**config.mk**
```make
export PLATFORM = sky130hd
export DESIGN_NAME = layer_ram_controller
export DESIGN_NICKNAME = d
export VERILOG_FILES = /design/src/rtl/nn_pkg.sv /design/src/rtl/layer_geometry.sv /design/src/rtl/layer_ram_controller.sv
export SDC_FILE = /design/constraint.sdc
export NUM_CORES = 1
export LEC_CHECK = 0
export CORE_ASPECT_RATIO = 0.75
export CORE_UTILIZATION = 40
export DETAILED_ROUTE_END_ITERATION = 16
export PLACE_DENSITY = 0.72
export RECOVER_POWER = 50
export SYNTH_ARGS = -nofsm -noshare
export SYNTH_HDL_FRONTEND = slang
export SYNTH_SLANG_ARGS = --single-unit
```
**constraint.sdc**
```tcl
create_clock -name clk -period 3.9 [get_ports clk]
set_input_delay 0.78 -clock clk [delete_from_list [all_inputs] [get_ports clk]]
set_output_delay 0.78 -clock clk [all_outputs]
set_load 0.02 [all_outputs]
```
**src/rtl/nn_pkg.sv**
```systemverilog
// Shared definitions for the layer sequencer: FSM encoding, layer count and
// the activation RAM bank addressing helper.
package nn_pkg;

  typedef enum logic [2:0] {
    ST_IDLE,
    ST_CLEAR,
    ST_FETCH,
    ST_DRAIN,
    ST_WRITE,
    ST_DONE
  } state_e;

  // Number of real layers; a layer select equal to this value is a no-op.
  localparam int N_LAYERS = 3;

  // Base word address of activation bank 'bank' when each bank is 2^nw words.
  function automatic int unsigned bank_base(input logic [1:0] bank, input int unsigned nw);
    return 32'(bank) << nw;
  endfunction

endpackage

```
**src/rtl/layer_geometry.sv**
```systemverilog
// Combinational lookup of fan-in, neuron count and weight base for a layer.
module layer_geometry #(
  parameter int N_IN   = 4,
  parameter int N_OUT0 = 4,
  parameter int N_OUT1 = 4,
  parameter int N_OUT2 = 2,
  parameter int NW     = 5,
  parameter int WAW    = 10
) (
  input  logic [1:0]     layer_i,
  output logic [NW-1:0]  n_in_o,
  output logic [NW-1:0]  n_out_o,
  output logic [WAW-1:0] w_base_o
);

  // Each neuron owns n_in weights plus one bias word, stored back to back.
  localparam int W_BASE1 = N_OUT0 * (N_IN + 1);
  localparam int W_BASE2 = W_BASE1 + N_OUT1 * (N_OUT0 + 1);

  // Layer select to geometry; unused select (3) yields an empty layer.
  always_comb begin
    n_in_o   = '0;
    n_out_o  = '0;
    w_base_o = '0;
    case (layer_i)
      2'd0: begin
        n_in_o   = NW'(N_IN);
        n_out_o  = NW'(N_OUT0);
        w_base_o = '0;
      end
      2'd1: begin
        n_in_o   = NW'(N_OUT0);
        n_out_o  = NW'(N_OUT1);
        w_base_o = WAW'(W_BASE1);
      end
      2'd2: begin
        n_in_o   = NW'(N_OUT1);
        n_out_o  = NW'(N_OUT2);
        w_base_o = WAW'(W_BASE2);
      end
      default: ;
    endcase
  end

endmodule

```
**src/rtl/layer_ram_controller.sv**
```systemverilog
// Per-layer sequencer: walks every (neuron, input) pair of the selected layer,
// drives weight/activation RAM reads and the MAC, writes each neuron result
// back to the next activation bank and pulses done at the end of the layer.
module layer_ram_controller
  import nn_pkg::*;
#(
  parameter int N_IN   = 4,
  parameter int N_OUT0 = 4,
  parameter int N_OUT1 = 4,
  parameter int N_OUT2 = 2,
  parameter int NW     = 5,
  parameter int WAW    = 10
) (
  input  logic           clk,
  input  logic           reset,
  input  logic           start,
  input  logic [1:0]     layer,
  output logic           done,
  output logic           busy,
  output logic [WAW-1:0] w_addr,
  output logic           w_re,
  output logic [NW+1:0]  a_rd_addr,
  output logic           a_re,
  output logic [NW+1:0]  a_wr_addr,
  output logic           a_we,
  output logic           mac_clr,
  output logic           mac_en,
  output logic           mac_bias
);

  state_e         state_q, state_d;
  logic [1:0]     layer_q, layer_d;
  logic [NW-1:0]  j_q, j_d;
  logic [NW-1:0]  i_q, i_d;
  logic           mac_en_q, mac_bias_q;
  logic [NW-1:0]  n_in, n_out;
  logic [WAW-1:0] w_base;
  logic           fetch_vld, fetch_bias;

  layer_geometry #(
    .N_IN(N_IN), .N_OUT0(N_OUT0), .N_OUT1(N_OUT1), .N_OUT2(N_OUT2),
    .NW(NW), .WAW(WAW)
  ) u_geom (
    .layer_i (layer_q),
    .n_in_o  (n_in),
    .n_out_o (n_out),
    .w_base_o(w_base)
  );

  // FSM state, latched layer and neuron/input counters.
  always_ff @(posedge clk or posedge reset) begin
    if (reset) begin
      state_q <= ST_IDLE;
      layer_q <= '0;
      j_q     <= '0;
      i_q     <= '0;
    end else begin
      state_q <= state_d;
      layer_q <= layer_d;
      j_q     <= j_d;
      i_q     <= i_d;
    end
  end

  // Next-state and counter update; start is only honoured in IDLE.
  always_comb begin
    state_d = state_q;
    layer_d = layer_q;
    j_d     = j_q;
    i_d     = i_q;
    case (state_q)
      ST_IDLE: begin
        if (start) begin
          layer_d = layer;
          j_d     = '0;
          i_d     = '0;
          state_d = (layer == 2'(N_LAYERS)) ? ST_DONE : ST_CLEAR;
        end
      end
      ST_CLEAR: begin
        i_d     = '0;
        state_d = ST_FETCH;
      end
      ST_FETCH: begin
        // i holds at n_in (the bias slot) so it never wraps.
        if (i_q == n_in) begin
          state_d = ST_DRAIN;
        end else begin
          i_d = i_q + NW'(1);
        end
      end
      ST_DRAIN: state_d = ST_WRITE;
      ST_WRITE: begin
        if (j_q == n_out - NW'(1)) begin
          state_d = ST_DONE;
        end else begin
          j_d     = j_q + NW'(1);
          state_d = ST_CLEAR;
        end
      end
      ST_DONE:  state_d = ST_IDLE;
      default:  state_d = ST_IDLE;
    endcase
  end

  assign fetch_vld  = (state_q == ST_FETCH);
  assign fetch_bias = fetch_vld && (i_q == n_in);

  // Delay read-valid and bias flag by the one-cycle RAM read latency.
  always_ff @(posedge clk or posedge reset) begin
    if (reset) begin
      mac_en_q   <= 1'b0;
      mac_bias_q <= 1'b0;
    end else begin
      mac_en_q   <= fetch_vld;
      mac_bias_q <= fetch_bias;
    end
  end

  // Output decode from current state; everything not listed stays zero.
  always_comb begin
    done      = 1'b0;
    busy      = (state_q != ST_IDLE);
    w_addr    = '0;
    w_re      = 1'b0;
    a_rd_addr = '0;
    a_re      = 1'b0;
    a_wr_addr = '0;
    a_we      = 1'b0;
    mac_clr   = 1'b0;
    mac_en    = mac_en_q;
    mac_bias  = mac_bias_q;
    case (state_q)
      ST_CLEAR: mac_clr = 1'b1;
      ST_FETCH: begin
        w_re   = 1'b1;
        w_addr = w_base + WAW'(j_q) * (WAW'(n_in) + WAW'(1)) + WAW'(i_q);
        if (i_q < n_in) begin
          a_re      = 1'b1;
          a_rd_addr = (NW+2)'(bank_base(layer_q, NW) + 32'(i_q));
        end
      end
      ST_WRITE: begin
        a_we      = 1'b1;
        a_wr_addr = (NW+2)'(bank_base(layer_q + 2'd1, NW) + 32'(j_q));
      end
      ST_DONE:  done = 1'b1;
      default: ;
    endcase
  end

endmodule

```
==> impl_metrics.py <==
metrics = {
    "grt": {
        "grt_max_degree": 18,
        "grt_pass1_wl_um": 6640,
        "grt.total_usage_pct": 18.5,
        "grt_antenna_before_repair": 0,
        "grt_pass1_vias": 1445,
        "overflow": 0,
    },
    "worst_setup_path": {
        "worstSetupPathType": "flip-flop to primary output",
        "end_kind": "primary output",
        "cp_max_fo": 4,
        "rr_startpoint": "layer_q[0]$_DFFE_PP0P_",
        "r2r-end": "j_q[1]$_DFFE_PP0P_",
        "startpoint_type": "flip-flop",
        "crit_required_ns": 3.12,
        "rr_worst_depth": 8,
        "reg2reg_setup_slack_ns": 1.75,
        "worstPathArrival_ns": 3.76,
        "worstSetupStartpoint": "layer_q[0]$_DFFE_PP0P_",
    },
    "synthesis": {
        "synth_fa_ha_area_share_pct": 28.9,
        "synth_top_family_by_area": "adder cells",
        "synthXorXnorAreaFrac_pct": 1.87,
        "async_flop_share_pct": 100,
        "avgSynthCellArea_sq_um": 8.70,
        "synth-compound-area-share_pct": 10.5,
        "synthFlopType": "dfrtp_1",
        "synth_area_sq_um": 1810,
        "yosys.area_share.simple_pct": 24.8,
        "yosysWarnings": 0,
        "synthCells": 208,
        "synth_cell_types": 44,
        "synthMuxAreaShare_pct": 0.553,
        "ys_ff_latch": 17,
        "synth-edff-count": 0,
        "ys_seq_area_share_pct": 23.5,
    },
    "routing": {
        "num_vias": 1583,
        "viasPerCell": 4.95,
        "finalWirelength_um": 4030,
        "dr.first_iter.drc_count": 100,
        "firstDrtPassIters": 4,
        "drcViolationCount": 0,
        "drtAntennaViolNets": 0,
        "wl_per_cell_um": 12.6,
    },
    "timing": {
        "fmax_mhz": 220,
        "min_period_ns": 4.54,
        "hold_ws_ns": 0.636,
        "max_slew_margin_pct": 57.5,
        "timing.final.crit_share_pct": 116,
        "finalSetupTns_ns": -2.47,
        "slew_violations": 0,
        "finClkSkew_ns": 0.00271,
        "rsz0062_at_grt": "true",
        "setup_viol": 5,
        "hold_violations": 0,
        "worst_slack_ns": -0.639,
        "tightest_slew_ns": 0.637,
    },
    "pwr": {
        "peakVddDrop_uv": 392,
        "total_power_mw": 1.32,
        "power.leakage_nw": 1.24,
        "powerDensity_nw_per_um2": 531,
    },
    "final_layout": {
        "areaGrowthSynthToFinish_pct": 37.7,
        "fin_cells": 320,
        "num-fill-cells": 359,
        "drive_gt1_share_pct": 21.9,
        "multi_input_area_sq_um": 1300,
        "nets": 308,
        "register_area_sq_um": 425,
        "final_cell_area_sq_um": 2490,
        "diodes": 0,
    },
    "status": {
        "status": "finished, violations left",
        "violations": "setup timing",
    },
    "clock_network": {
        "cts_sinks": 17,
        "cts_root_buffer": "clkbuf_8",
        "numCtsBuffers": 3,
        "clk_latency_ns": 0.25,
        "clkTransAtPathRegs_ns": 0.07,
        "htreeDepth": 1,
        "cts_tree": "built",
        "clockBufferDepth": 2,
    },
    "placement": {
        "gp_congestion": 0.806,
        "place_inst": 313,
        "hpwl_um": 3260,
        "dpl_cell_area_sq_um": 2400,
        "portBuffers": 33,
    },
    "floorplanning": {
        "fp.dieW_um": 79.7,
        "ios": 37,
        "die_y_um": 60.2,
        "rows": 20,
        "initial_core_util_pct": 43.0,
        "dieArea_sq_um": 4800,
        "core-area_sq_um": 4200,
    },
    "worst_hold_path": {
        "hp-class": "flip-flop to flip-flop",
        "min_to": "j_q[3]$_DFFE_PP0P_",
        "min_path_cells": 2,
        "min_from": "j_q[3]$_DFFE_PP0P_",
    },
    "flow_run": {
        "drv_cap": 0,
    },
}
-- cell type report --
type / instances / area share [%]
Clock buffer: 3 / 1.66
Timing Repair Buffer: 58 / 20.9
Tap cell: 55 / 2.76
Sequential cell: 17 / 17.1
Inverter: 33 / 5.17
Clock inverter: 1 / 0.301
Multi-Input combinational cell: 153 / 52.1
-- worst max-delay path, stage by stage (launching register included) --
cell and delay, ns:
dfrtp_1 0.38, ha_2 0.21, nor2b_1 0.12, ha_1 0.25, ha_1 0.27, inv_1 0.04, fa_1 0.44, fa_1 0.51
inv_2 0.05, ha_4 0.15, inv_2 0.05, fa_2 0.20, nor2b_2 0.05, o21a_1 0.18, or3_4 0.34, a21oi_4 0.13
buf_6 0.13
-- routing by layer --
layer	wire [um]	global-route usage, %	up-vias
li1	-	-	801
met1	1960	25.1	731
met2	1870	31.1	47
met3	191	4.27	4
met4	13	1.56	0
met5	0	0	-
-- through the flow --
step	utilization [%]	setup slack [ns]
4_1_cts	58.8	-0.667
2_1_floorplan	-	-0.243
3_5_place_dp	57.1	-0.871
3_3_place_gp	57.1	-0.752
6_report	59.3	-0.639
5_1_grt	59.3	-0.762
-- how the worst max path moves through the flow --
stage                            to  depth (start not counted)
after floorplan           w_addr[7]                         15
after global placement    w_addr[7]                         16
after detailed placement  w_addr[7]                         16
after CTS                 w_addr[7]                         16
after global routing      w_addr[7]                         16
final                     w_addr[7]                         16
-- cell usage after synthesis (all sizes together) (4+ instances only) --
master  instances  area [sq um]
nor2           14          52.6
buf             4          33.8
o21ai           9          45.0
nor2b           6          37.5
dfrtp          17           425
a21oi           9          45.0
ha             29           363
fa              8           160
nand2          12          45.0
and2           14          87.6
inv            33           129
nand3           9          45.0
nor3            6          35.0
-- flip-flops by register name, summed over array words and instances, names as in the netlist --
name / count
i_q: 5
j_q: 5
state_q: 3
layer_q: 2
mac_bias: 1
mac_en: 1
-- cells by family (layout without fill, tap and decap cells) --
logic type | Yosys count | count (layout)
AO/OA/AOI/OAI | 31 | 31
XOR/XNOR | 3 | 3
adder cells (fa/ha/maj) | 37 | 37
buffers and inverters | 40 | 95
flip-flops | 17 | 17
multiplexers | 1 | 1
other | 1 | 3
AND/OR/NAND/NOR | 78 | 78
-- what timing repair did --
item / in CTS / in global routing
endpoints found under the setup margin: 6 / 6
buffers inserted: 3 / 1
gates resized for setup: 36 / 6
pin swaps: 4 / 7
hold buffers: 0 / 0
-- where the power goes --
| group | switching, mW | internal (mW) | total (mW) |
|---|---|---|---|
| registers | 0.0462 | 0.224 | 0.270 |
| logic | 0.498 | 0.418 | 0.916 |
| clock network | 0.0641 | 0.0720 | 0.136 |
-- placed cells by master, fill, tap and decap left out, types with 2 or more instances in the layout --
| master | netlist | final |
|---|---|---|
| inv_1 | 32 | 29 |
| ha_1 | 29 | 26 |
| clkdlybuf4s50_1 | 0 | 24 |
| buf_4 | 3 | 24 |
| dfrtp_1 | 17 | 17 |
| and2_1 | 14 | 13 |
| nor2_1 | 14 | 12 |
| nand2_1 | 12 | 12 |
| nand3_1 | 9 | 9 |
| a21oi_1 | 9 | 8 |
| o21ai_0 | 8 | 7 |
| fa_1 | 8 | 7 |
| buf_6 | 1 | 6 |
| nor2b_1 | 6 | 4 |
| o31ai_1 | 3 | 3 |
| a21o_1 | 3 | 3 |
| nor3_1 | 5 | 3 |
| inv_2 | 0 | 3 |
| conb_1 | 1 | 3 |
| clkbuf_8 | 0 | 3 |
| dlygate4sd3_1 | 0 | 3 |
| o21a_1 | 2 | 2 |
| nand4_1 | 2 | 2 |
| nor3_2 | 1 | 2 |
| o21ai_1 | 1 | 2 |
| or4_1 | 2 | 2 |
| or2_2 | 2 | 2 |
| nor2b_2 | 0 | 2 |
| nor2_2 | 0 | 2 |
| ha_4 | 0 | 2 |
(Power assumes the default switching activity.)
==> patch: new RTL, same flow settings <==
Reset style: synchronous (`reset`), changed in 2 clocked blocks.
--- a/src/rtl/layer_ram_controller.sv
+++ b/src/rtl/layer_ram_controller.sv
@@ -49,5 +49,5 @@
 
   // FSM state, latched layer and neuron/input counters.
-  always_ff @(posedge clk or posedge reset) begin
+  always_ff @(posedge clk) begin
     if (reset) begin
       state_q <= ST_IDLE;
@@ -108,5 +108,5 @@
 
   // Delay read-valid and bias flag by the one-cycle RAM read latency.
-  always_ff @(posedge clk or posedge reset) begin
+  always_ff @(posedge clk) begin
     if (reset) begin
       mac_en_q   <= 1'b0;
Function: differs if reset is asserted again (counterexample within 4 cycles, from zero or initial values and one cycle with reset high); with reset held inactive, the same outputs for 10 cycles.
==> patch against the unedited design <==
- the flow still finishes with violations (setup timing)
- final area down 4.6%
- sequential cell count unchanged
- setup slack better by 0.11 ns
- global-route usage down 1.1 points
- utilization down 1.0 points
- critical path type unchanged
- wire length down 6.0%
- synthesized area down 5.3%
Power is not compared: it rests on default switching activity, and its combinational part moved more than twofold at a synthesized area within 25%.
==> patch: results (changes against the unedited design) <==
Placement
  – Pre-CTS WS: -0.8018 ns (+0.06897 ns)
  – Final GP Congestion: 0.7645 (-5.1%)
  – Cells after DPL: 307 (-1.9%)
  – Area of placed instances: 0.002273 sq mm (-5.3%)
  – PortBufs: 33 (unchanged)
  – DP HPWL: 3017 um (-7.5%)

CTS
  – Setup Fix Bufs, Post-CTS: 1 (-2)
  – TritonCTS buffer count: 3 (unchanged)
  – Clk buf depth: 2 (unchanged)
  – Root buffer cell: clkbuf_8
  – CTS resizes: 33 (-8.3%)
  – Worst-Skew Late Latency: 0.26 ns
  – Clock-pin slew on the worst setup and hold paths: 0.07 ns (about the same)
  – Htree depth: 1 (unchanged)

Power
  – Total power: 0.0004611 W
  – Seq pwr: 0.000194 W
  – Peak supply drop: 0.1193 mV
  – Clock group: 0.000134 W
  – Psw: 0.0001527 W
  – Leakage: 1.112 nW

Layout
  – N_diodes: 0 (unchanged)
  – Post-layout nets: 300 (-2.6%)
  – Regs by FF count: i_q x5, j_q x5, state_q x3
  – Layout cells sized above 1: 0.2140 (-0.004860)
  – Filler cell count: 358 (-0.28%)

Synth
  – Mapped Avg Cell Area: 8.275 sq um (-4.9%)
  – Synth Flop Type: dfxtp_1
  – Sequential-to-total area share from yosys stat: 0.1987 (-0.03645)
  – Synth cell types: 39 (-11%)
  – Commonest cells post-synth: 32 x inv_1, 29 x ha_1, 19 x nor2_1
  – Post-synth ARST share: 0 (-1.000)
  – Warnings from Yosys: 0 (unchanged)
  – Largest area contributor in the netlist: ha_1
  – Synth top area cells: ha_1 21%, dfxtp_1 20%, fa_1 9.3%

Run status
  – Failing checks: setup timing
  – Outcome: finished, violations left

Detailed routing
  – Vias: 1539 (-2.8%)
  – WL final: 3786 um (-6.0%)
  – Vias per cell: 4.933 (-0.29%)
  – Routed Antenna Nets: 0 (unchanged)
  – First-pass iteration count of the detailed router: 4 (unchanged)
  – Iter 0 DRT Violations: 49 (-51%)

GRT
  – First-pass GRT wire length: 6244 um (-5.9%)
  – Vias in the first global route: 1358 (-6.0%)
  – Total GRT Usage: 0.1734 (-0.01129)
  – Pin count of the biggest net entering global routing: 19 (+1)
  – Initial antenna violation count: 0 (unchanged)

Worst setup path
  – Data arrival, critical path: 3.65 ns (-0.11 ns)
  – Critical path fanouts, max: 4 (unchanged)

Timing
  – Fin worst setup slack: -0.5338 ns (+0.1053 ns)
  – Slew headroom: 0.4461 (-0.1288)
  – Setup tns final: -1.805 ns (+0.6676 ns)
  – Setup violations, final: 5 (unchanged)
  – Clock Skews: 0.007610 ns (+0.004903 ns)

Min path
  – Hold Crit Class: reg2reg
==> patch: worst max-delay path, stage by stage, from the launching register on <==
cell and delay (ns):
dfxtp_4 0.35, ha_4 0.17, nor2b_1 0.11, ha_1 0.27, ha_4 0.28, inv_2 0.03, fa_2 0.41, fa_1 0.48
inv_1 0.04, ha_2 0.18, inv_2 0.05, fa_2 0.19, nor2b_2 0.05, o21a_1 0.18, or3_4 0.34, a21oi_4 0.13
buf_6 0.13
==> patch: layer usage <==
metal  vias to the layer above  global-route usage  share of wire
li1                        789                   -              -
met1                       693              0.2486           0.50
met2                        52              0.2668           0.42
met3                         5             0.02636          0.071
met4                         0             0.05930          0.012
met5                         -                   0              0
==> patch: path summary, 6_finish.rpt <==
| kind | start | end | slack, ns | cells after the start |
|---|---|---|---|---|
| setup reg to reg | layer_q[1] | j_q[1] | 1.66 | 8 |
| hold / removal | i_q[2] | i_q[2] | 0.64 | 3 |
| setup / recovery | layer_q[0] | w_addr[7] | -0.53 | 16 |
| hold reg to reg | i_q[2] | i_q[2] | 0.64 | 3 |
==> patch: cell type report <==
type,count,area (sq um),area share
well taps,55,68.82,0.02896
repair buffers,54,478.0,0.2012
inverters,32,120.1,0.05055
clock buffers,3,41.29,0.01738
flip-flops and latches,17,345.3,0.1453
multi-input cells,150,1318,0.5545
clock inverters,1,5.005,0.002106
==> patch: logic make-up after synthesis <==
family | after synthesis | share of synthesized area
other | 1 | 0.002189
AO/OA/AOI/OAI | 33 | 0.1169
flip-flops | 17 | 0.1987
multiplexers | 1 | 0.005844
buffers and inverters | 42 | 0.1074
XOR/XNOR | 3 | 0.01534
AND/OR/NAND/NOR | 73 | 0.2484
adder cells (fa/ha/maj) | 37 | 0.3053
